<file path="config.mk">
export PLATFORM = sky130hd
export DESIGN_NAME = uart_rx_fifo
export DESIGN_NICKNAME = d
export VERILOG_FILES = /design/src/rtl/uart_pkg.sv /design/src/rtl/uart_fifo_mem.sv /design/src/rtl/uart_rx_fifo.sv
export SDC_FILE = /design/constraint.sdc
export NUM_CORES = 1
export LEC_CHECK = 0
export BUFFER_PORTS_ARGS = -buffer_cell sky130_fd_sc_hd__buf_2
export CAP_MARGIN = 40
export CORE_MARGIN = 8
export CORE_UTILIZATION = 55
export DETAILED_ROUTE_END_ITERATION = 12
export PLACE_DENSITY = 0.78
export SKIP_LAST_GASP = 1
export SLEW_MARGIN = 20
export SYNTH_ARGS = -nofsm -noshare
export SYNTH_HDL_FRONTEND = slang
export SYNTH_SLANG_ARGS = --single-unit
</file>
<file path="constraint.sdc">
create_clock -name clk -period 5.6 [get_ports clk]
set_clock_uncertainty 0.2 [all_clocks]
set_input_delay 0.28 -clock clk [delete_from_list [all_inputs] [get_ports clk]]
set_output_delay 0.28 -clock clk [all_outputs]
set_load 0.01 [all_outputs]
</file>
<file path="src/rtl/uart_pkg.sv">
// Shared constants for the UART receive path.
//   UART_DATA_W  : width of one received byte
//   FIFO_ENTRY_W : stored entry, {err flag, data byte}
//   ERR_CNT_W    : width of the saturating error counter
//   clog2()      : ceiling log2, used to size pointers and the occupancy count
package uart_pkg;

  localparam int UART_DATA_W  = 8;
  localparam int FIFO_ENTRY_W = UART_DATA_W + 1;
  localparam int ERR_CNT_W    = 8;

  function automatic int clog2(input int value);
    int res;
    res = 0;
    while ((1 << res) < value) res++;
    return res;
  endfunction

endpackage

</file>
<file path="src/rtl/uart_fifo_mem.sv">
// Storage array for the receive FIFO: DEPTH x FIFO_ENTRY_W.
// One write port, one read port with a 1-cycle registered output.
// Ports:
//   clk, rst        : clock; rst clears only the read output register
//   wr_en, wr_addr, wr_data : write port
//   rd_en, rd_addr  : read request; rd_data updates on the following edge
//   rd_data         : registered read data, holds between reads
module uart_fifo_mem
  import uart_pkg::*;
#(
  parameter int DEPTH  = 16,
  parameter int ADDR_W = clog2(DEPTH)
) (
  input  logic                    clk,
  input  logic                    rst,
  input  logic                    wr_en,
  input  logic [ADDR_W-1:0]       wr_addr,
  input  logic [FIFO_ENTRY_W-1:0] wr_data,
  input  logic                    rd_en,
  input  logic [ADDR_W-1:0]       rd_addr,
  output logic [FIFO_ENTRY_W-1:0] rd_data
);

  logic [FIFO_ENTRY_W-1:0] mem_q [DEPTH];

  // No reset on the array itself; contents are discarded by pointer reset.
  always_ff @(posedge clk) begin
    if (wr_en) mem_q[wr_addr] <= wr_data;
  end

  // On a full FIFO a simultaneous read and write hit the same address;
  // the read returns the old (oldest) entry, which is what we want.
  always_ff @(posedge clk) begin
    if (rst)        rd_data <= '0;
    else if (rd_en) rd_data <= mem_q[rd_addr];
  end

endmodule

</file>
<file path="src/rtl/uart_rx_fifo.sv">
// Receive-side buffer behind the UART receiver.
// Captures {rx_err, rx_data} on every rx_valid strobe into a FIFO, which the
// consumer drains with rd_en (1-cycle read latency, no fall-through).
// Ports:
//   clk, rst              : clock, synchronous active-high reset
//   rx_data/rx_valid/rx_err : byte strobe from the receiver (cannot stall)
//   rd_en                 : pop request
//   rd_data/rd_err/rd_valid : popped entry, rd_valid is a one-cycle strobe
//   empty/full/almost_full/count : occupancy status (registered)
//   overrun, clr_ovr      : sticky drop flag and its clear
//   err_cnt               : saturating count of accepted bytes with rx_err=1
module uart_rx_fifo
  import uart_pkg::*;
#(
  parameter int DEPTH    = 16,
  parameter int AF_LEVEL = 12
) (
  input  logic                   clk,
  input  logic                   rst,
  input  logic [UART_DATA_W-1:0] rx_data,
  input  logic                   rx_valid,
  input  logic                   rx_err,
  input  logic                   rd_en,
  output logic [UART_DATA_W-1:0] rd_data,
  output logic                   rd_err,
  output logic                   rd_valid,
  output logic                   empty,
  output logic                   full,
  output logic                   almost_full,
  output logic [clog2(DEPTH):0]  count,
  output logic                   overrun,
  input  logic                   clr_ovr,
  output logic [ERR_CNT_W-1:0]   err_cnt
);

  localparam int ADDR_W = clog2(DEPTH);
  localparam int CNT_W  = ADDR_W + 1;
  localparam logic [CNT_W-1:0] DEPTH_C = CNT_W'(DEPTH);
  localparam logic [CNT_W-1:0] AF_C    = CNT_W'(AF_LEVEL);

  logic [ADDR_W-1:0]       wr_ptr;
  logic [ADDR_W-1:0]       rd_ptr;
  logic [CNT_W-1:0]        count_nxt;
  logic [FIFO_ENTRY_W-1:0] mem_rd;
  logic                    rd_acc;
  logic                    wr_acc;

  // A read on a full FIFO frees a slot, so the write in that cycle survives.
  assign rd_acc = rd_en & ~empty;
  assign wr_acc = rx_valid & (~full | rd_acc);

  always_comb begin
    count_nxt = count;
    case ({wr_acc, rd_acc})
      2'b10:   count_nxt = count + CNT_W'(1);
      2'b01:   count_nxt = count - CNT_W'(1);
      default: count_nxt = count;
    endcase
  end

  uart_fifo_mem #(
    .DEPTH  (DEPTH),
    .ADDR_W (ADDR_W)
  ) u_mem (
    .clk     (clk),
    .rst     (rst),
    .wr_en   (wr_acc),
    .wr_addr (wr_ptr),
    .wr_data ({rx_err, rx_data}),
    .rd_en   (rd_acc),
    .rd_addr (rd_ptr),
    .rd_data (mem_rd)
  );

  assign rd_data = mem_rd[UART_DATA_W-1:0];
  assign rd_err  = mem_rd[UART_DATA_W];

  always_ff @(posedge clk) begin
    if (rst) begin
      wr_ptr      <= '0;
      rd_ptr      <= '0;
      count       <= '0;
      empty       <= 1'b1;
      full        <= 1'b0;
      almost_full <= 1'b0;
      rd_valid    <= 1'b0;
      overrun     <= 1'b0;
      err_cnt     <= '0;
    end else begin
      if (wr_acc) wr_ptr <= wr_ptr + ADDR_W'(1);
      if (rd_acc) rd_ptr <= rd_ptr + ADDR_W'(1);
      count       <= count_nxt;
      // Flags decode the next count so they line up with count itself.
      empty       <= (count_nxt == '0);
      full        <= (count_nxt == DEPTH_C);
      almost_full <= (count_nxt >= AF_C);
      rd_valid    <= rd_acc;
      // Setting wins over a same-cycle clear so no drop goes unreported.
      if (rx_valid && full && !rd_acc) overrun <= 1'b1;
      else if (clr_ovr)                overrun <= 1'b0;
      if (wr_acc && rx_err && (err_cnt != '1)) err_cnt <= err_cnt + ERR_CNT_W'(1);
    end
  end

endmodule
</file>
# --- After elaboration in Yosys (flattened, before gate mapping) ---
# Memories as Yosys holds them, arrays and structs flattened. A register that Yosys moved wholly into a read port is not among the register bits.
# Index checks and enable logic that the tools add are counted.
# Widths: inputs -> output; s select.
classes:
  n_reduce_logical: 7
  eq_ne: 4
  bitwise: 5
  n_mux: 5
  magnitude_cmp: 1
  n_addsub: 5
ops:
  columns: ["cell", "n"]
  rows:
  - ["$pmux 5 s2", 1]
  - ["$add 4x1->4 const B", 2]
  - ["$add 8x1->8 const B", 1]
  - ["$ne 8x8->1 const B", 1]
  - ["$add 5x1->5 const B", 1]
  - ["$eq 5x5->1 const B", 1]
  - ["$ge 5x4->1 const B", 1]
  - ["$logic_not 5->1", 1]
  - ["$sub 5x1->5 const B", 1]
  - ["$logic_and 1x1->1", 4]
  - ["$mux 1", 4]
  - ["$and 1x1->1", 2]
  - ["$eq 2x1->1 const B", 1]
  - ["$eq 2x2->1 const B", 1]
  - ["$not 1->1", 2]
  - ["$reduce_bool 2->1", 1]
  - ["$logic_not 1->1", 1]
  - ["$or 1x1->1", 1]
word_totals:
  inputBits: 14
  wordCells: 37
  ram_bits: 144
  out_inout_bits: 27
  memories: 1
  reg_bits: 26
mem_list:
  columns: ["memory", "depth", "width", "read_ports", "rd_ports_with_merged_regs", "wr", "line_no", "rtl"]
  rows:
  - ["u_mem.mem_q", 16, 9, 1, 1, 1, "uart_fifo_mem.sv:24", "logic [FIFO_ENTRY_W-1:0] mem_q [DEPTH];"]

# --- Logic depth before layout (Yosys ltp) ---
logic_depth:
  word_depth: 7
  ltp_mapped: 12
  ltp_nobuf: 11

# --- Hierarchy ---
# A second synthesis with hierarchy kept.
hier_totals:
  hier_cells: 487
  hier_area_um2: 7244.4
modules_own_cells:
  columns: ["mod", "cells_each", "n_inst", "seq_area_each_um2", "area_each_um2"]
  rows:
  - ["uart_fifo_mem", 351, 1, 4504.3, 6004.5]
  - ["uart_rx_fifo", 136, 1, 520.5, 1239.9]

# --- Least setup slack after synthesis ---
# OpenSTA, ideal clock, no wires.
synth_timing:
  kind: "register to register"
  startpoint: "register empty"
  endpoint: "register almost_full"
  path_buffers: 1
  required_time_ns: 5.266
  setup_time_ns: 0.134
  slack_ns: 2.748
  arrival_time_ns: 2.518
  stages_incl_launch_ff: 13
  synth_period_minus_slack_ns: 2.852
  cell_sequence: "dfxtp_1 > nand2b_1 > clkbuf_1 > a21boi_2 > inv_1 > ha_1 > xor2_1 > ha_1 > a21oi_2 > o221a_4 > a2111oi_4 > xnor2_1 > o22ai_1"
synth_via:
  elab_chain_len: 7
  elab_cells_between_ends: 8
  cone_classes: "1 x order compare; 2 x eq/ne; 1 x mux; 4 x bitwise"
synth_rtl:
  columns: ["element", "line_no", "rtl"]
  rows:
  - ["from (decl)", "uart_rx_fifo.sv:27", "output logic empty,"]
  - ["from (signal assigned)", "uart_rx_fifo.sv:94", "empty <= (count_nxt == '0);"]
  - ["$not 1->1 (*)", "uart_rx_fifo.sv:49", "assign rd_acc = rd_en & ~empty;"]
  - ["$and 1x1->1 (*)", "uart_rx_fifo.sv:49", null]
  - ["$or 1x1->1", "uart_rx_fifo.sv:50", "assign wr_acc = rx_valid & (~full | rd_acc);"]
  - ["$and 1x1->1", "uart_rx_fifo.sv:50", null]
  - ["$eq 2x1->1 or $eq 2x2->1 (tied branches)", "uart_rx_fifo.sv:54", "case ({wr_acc, rd_acc})"]
  - ["$pmux 5 s2 (*)", "uart_rx_fifo.sv:54", null]
  - ["$ge 5x4->1 (*)", "uart_rx_fifo.sv:96", "almost_full <= (count_nxt >= AF_C);"]
  - ["to (signal assigned)", "uart_rx_fifo.sv:96", null]
  - ["to (decl)", "uart_rx_fifo.sv:29", "output logic almost_full,"]
# Mark *: on every way between the ends. The rest lies on a longest branch, timed or not.
# A chain may end at the register's enable or synchronous reset.

# --- Final worst setup path ---
# Ends and elaborated chain as after synthesis.

==> impl_summary.log <==
[metrics] run status: complete, no violations
[metrics] peak ir drop on the vdd network: 0.215 mV
[metrics] Layout area overhead: 14.0%
[metrics] fraction of final layout cells sized beyond drive strength 1: 0.263
[metrics] asr flop ratio synth: 0
[metrics] origin of the critical flop-to-flop path: empty$_SDFF_PP1_
[metrics] combinational power share: 0.106
[metrics] largest buffer count on any clock path: 2
[metrics] RSZ-0062 raised after global routing: false
[metrics] final standard cell count with taps included and fillers excluded: 670
[metrics] n_diodes: 0
[metrics] mean number of vias per cell: 5.82
[metrics] average cell area after synthesis: 16.7 um2
[metrics] clock-pin slew of the registers on the worst-case setup and hold paths: 60 ps
[metrics] cell mode on critical path: ha_1
[metrics] setup TNS: 0 ps
[metrics] worst skew pair latency: 420 ps
[metrics] clock share of power: 0.370
[metrics] number of ports placed on the die boundary: 41
[metrics] CTS Buf Count: 17
[metrics] dpl ws: 2330 ps
[metrics] most frequent cells in the layout: edfxtp_1, nor2_1, buf_2
[metrics] total of buffers placed on input and output ports: 40
[metrics] TritonRoute pass-1 iters: 5
[metrics] Slowest Stage Delay on Critical Path: 450 ps
[metrics] global-route usage over all layers: 0.178
[metrics] Critical Path Source Type: register
[metrics] CP Max Fanout: 10
[metrics] synthesized net count: 450
[metrics] number of vias in the routed layout: 3898
[metrics] H-tree depth: 4
[metrics] clock tree sinks: 179
[metrics] Most used DFF post-synth: edfxtp_1
[metrics] wire length of the first global-routing pass: 21800 um
[metrics] Starting DRT DRC Count: 362
[metrics] largest net degree at the start of global routing: 40
[metrics] Starting Density: 0.564
[metrics] wire length per cell: 21.0 um
[metrics] nature of the critical path endpoint: register
[metrics] number of flip-flops and latches in the synthesized netlist: 179
[metrics] cell family with most CP delay: compound AO/OA/AOI/OAI gates
[metrics] synth unique cells: 44
[metrics] die area: 16800 um2
[metrics] Hold Fails Final Rpt: 0
[metrics] headroom to the max-slew limit: 0.550
[metrics] Pleak: 2.74 nW
[metrics] register share of total power: 0.524
[metrics] endpoint arrival time on the critical path: 3390 ps
[metrics] number of global-route vias before repair: 3878
[metrics] mapped cell area: 7120 um2
[metrics] number of setup violations in the final report: 0
[metrics] hold path startpoint: rx_data[5]
[metrics] Placed Cells: 636
[metrics] Critical Path RT: 5680 ps
[metrics] classification of the worst-slack hold path: input pin to register
[metrics] period utilisation layout: 0.592
[metrics] internal power summed over all cells: 2.22 mW
[metrics] power dissipated by switching net loads: 0.662 mW
[metrics] count of mapped cells out of synthesis: 427
[metrics] fin crit period: 3310 ps
[metrics] Peak Freq: 302 MHz
[metrics] global-route congestion overflow total: 0
[metrics] gpl congestion: 0.799
[metrics] final setup slack of the worst path: 2290 ps
[metrics] number of gates resized after CTS: 0
[metrics] final slew viol count: 0
[metrics] buffer and inverter count on the worst path: 1
[metrics] number of max-cap violations: 0
[metrics] horizontal die dimension: 130 um
[metrics] CP max stage cell: a21boi_2
[metrics] fraction of power spent switching nets: 0.230
[metrics] number of remaining DRC errors: 0
[metrics] measured slew at the worst slew-check pin: 675 ps
[metrics] Clock Tree Root: clkbuf_16
[metrics] sequential element share of the synthesized area: 0.706
[metrics] initial antenna violation count: 0
[metrics] number of nets with antenna violations after detailed routing: 0
[metrics] Die Height: 130 um
[metrics] final HPWL from detailed placement: 9590 um
[metrics] yosys warns: 0
[metrics] Crit Path Class: register to register
[metrics] net total in the final layout: 509
[metrics] startpoint of the worst setup timing path: empty$_SDFF_PP1_
[metrics] number of core rows: 41
[metrics] power density relative to cell area: 355 nW/um2
[metrics] crit path cell chain: nand2b_1 -> a21boi_2 -> inv_1 -> ha_1 -> xor2_1 -> ha_1 -> a21oi_2 -> o221a_4 -> a2111oi_4 -> xnor2_1 -> o22ai_1
[metrics] Placeable Area: 12600 um2
[metrics] leading cell type in the layout, fill and taps excluded: edfxtp_1
[metrics] routed wire length: 14100 um
[metrics] clock tree from TritonCTS: done
[metrics] number of synthesized flops with an enable pin: 144
-- stage by stage --
step	area, um2	total power, mW	utilization	hold slack (ps)
5_1_grt	8120	2.98	0.644	42.2
2_1_floorplan	7120	1.75	-	179
4_1_cts	8110	2.90	0.643	32.9
6_report	8120	2.88	0.644	45.1
3_3_place_gp	7470	1.82	0.592	264
3_5_place_dp	7570	1.84	0.600	272
-- worst paths after layout --
kind	endpoint	slack, ps	cells past startpoint
worst max-delay path	almost_full$_SDFF_PP0_	2290	11
worst min-delay path	u_mem.mem_q[2][5]$_DFFE_PP_	50	1
worst max register to register	almost_full$_SDFF_PP0_	2290	11
worst min register to register	u_mem.rd_data[6]$_SDFFE_PP0P_	280	2
-- power by group through the flow --
stage / logic [mW] / clock network, mW / registers (mW)
global route: 0.330 / 1.13 / 1.52
floorplan: 0.226 / 0 / 1.53
global placement: 0.289 / 0 / 1.54
CTS: 0.307 / 1.08 / 1.51
finish: 0.304 / 1.07 / 1.51
detailed placement: 0.304 / 0 / 1.54
-- Yosys cell counts (2+ instances only) --
| cell type | n | share of area |
|---|---|---|
| a21oi_1 | 24 | 0.017 |
| a22oi_1 | 18 | 0.019 |
| a31oi_1 | 2 | 0.0018 |
| buf_1 | 3 | 0.0016 |
| buf_2 | 5 | 0.0035 |
| buf_6 | 3 | 0.0047 |
| clkbuf_1 | 9 | 0.0047 |
| dfxtp_1 | 35 | 0.098 |
| edfxtp_1 | 144 | 0.61 |
| ha_1 | 9 | 0.016 |
| inv_1 | 12 | 0.0063 |
| mux2i_1 | 2 | 0.0028 |
| mux4_2 | 36 | 0.11 |
| nand2_1 | 12 | 0.0063 |
| nand2b_1 | 3 | 0.0026 |
| nand3_1 | 3 | 0.0021 |
| nand4_1 | 3 | 0.0026 |
| nor2_1 | 47 | 0.025 |
| nor2b_1 | 5 | 0.0044 |
| nor3_1 | 7 | 0.0049 |
| nor4_1 | 4 | 0.0035 |
| o21ai_0 | 3 | 0.0021 |
| xnor2_1 | 12 | 0.015 |
| xor2_1 | 6 | 0.0074 |
-- cells by family after synthesis --
kind of cell	count (synthesis)	share of synthesized area
and+or+nand+nor	89	0.0573
adders and majority gates	9	0.0158
muxes	38	0.117
buffers and inverters	35	0.0232
AOI/OAI and AO/OA	59	0.0594
DFF	179	0.706
xor gates and xnor gates	18	0.0221
-- final cells by class --
type	count	area, um2
multi-input cells	213	1930
fillers	883	4500
clock buffers	22	444
repair buffers	62	374
inverters	13	48.8
clock inverters	9	81.3
well taps	172	215
flip-flops and latches	179	5030
-- flip-flops by register name, summed over array words and instances, names as in the netlist --
signal and count:
overrun 1, rd_ptr 4, empty 1, wr_ptr 4
rd_valid 1, u_mem.rd_data 9, almost_full 1, full 1
err_cnt 8, count 5, u_mem.mem_q 144
-- routing by layer --
layer,vias up,GRT usage,share of wire
met4,0,0.0690,0.015
met2,154,0.285,0.49
li1,1769,-,-
met5,-,0,0
met3,18,0.0449,0.071
met1,1957,0.232,0.42
-- what timing repair did --
item / 4_1_cts / 5_1_grt
endpoints found under the hold margin: 1 / 0
buffers inserted: 0 / 0
hold buffers: 2 / 0
Power figures use the tool's default switching activity.
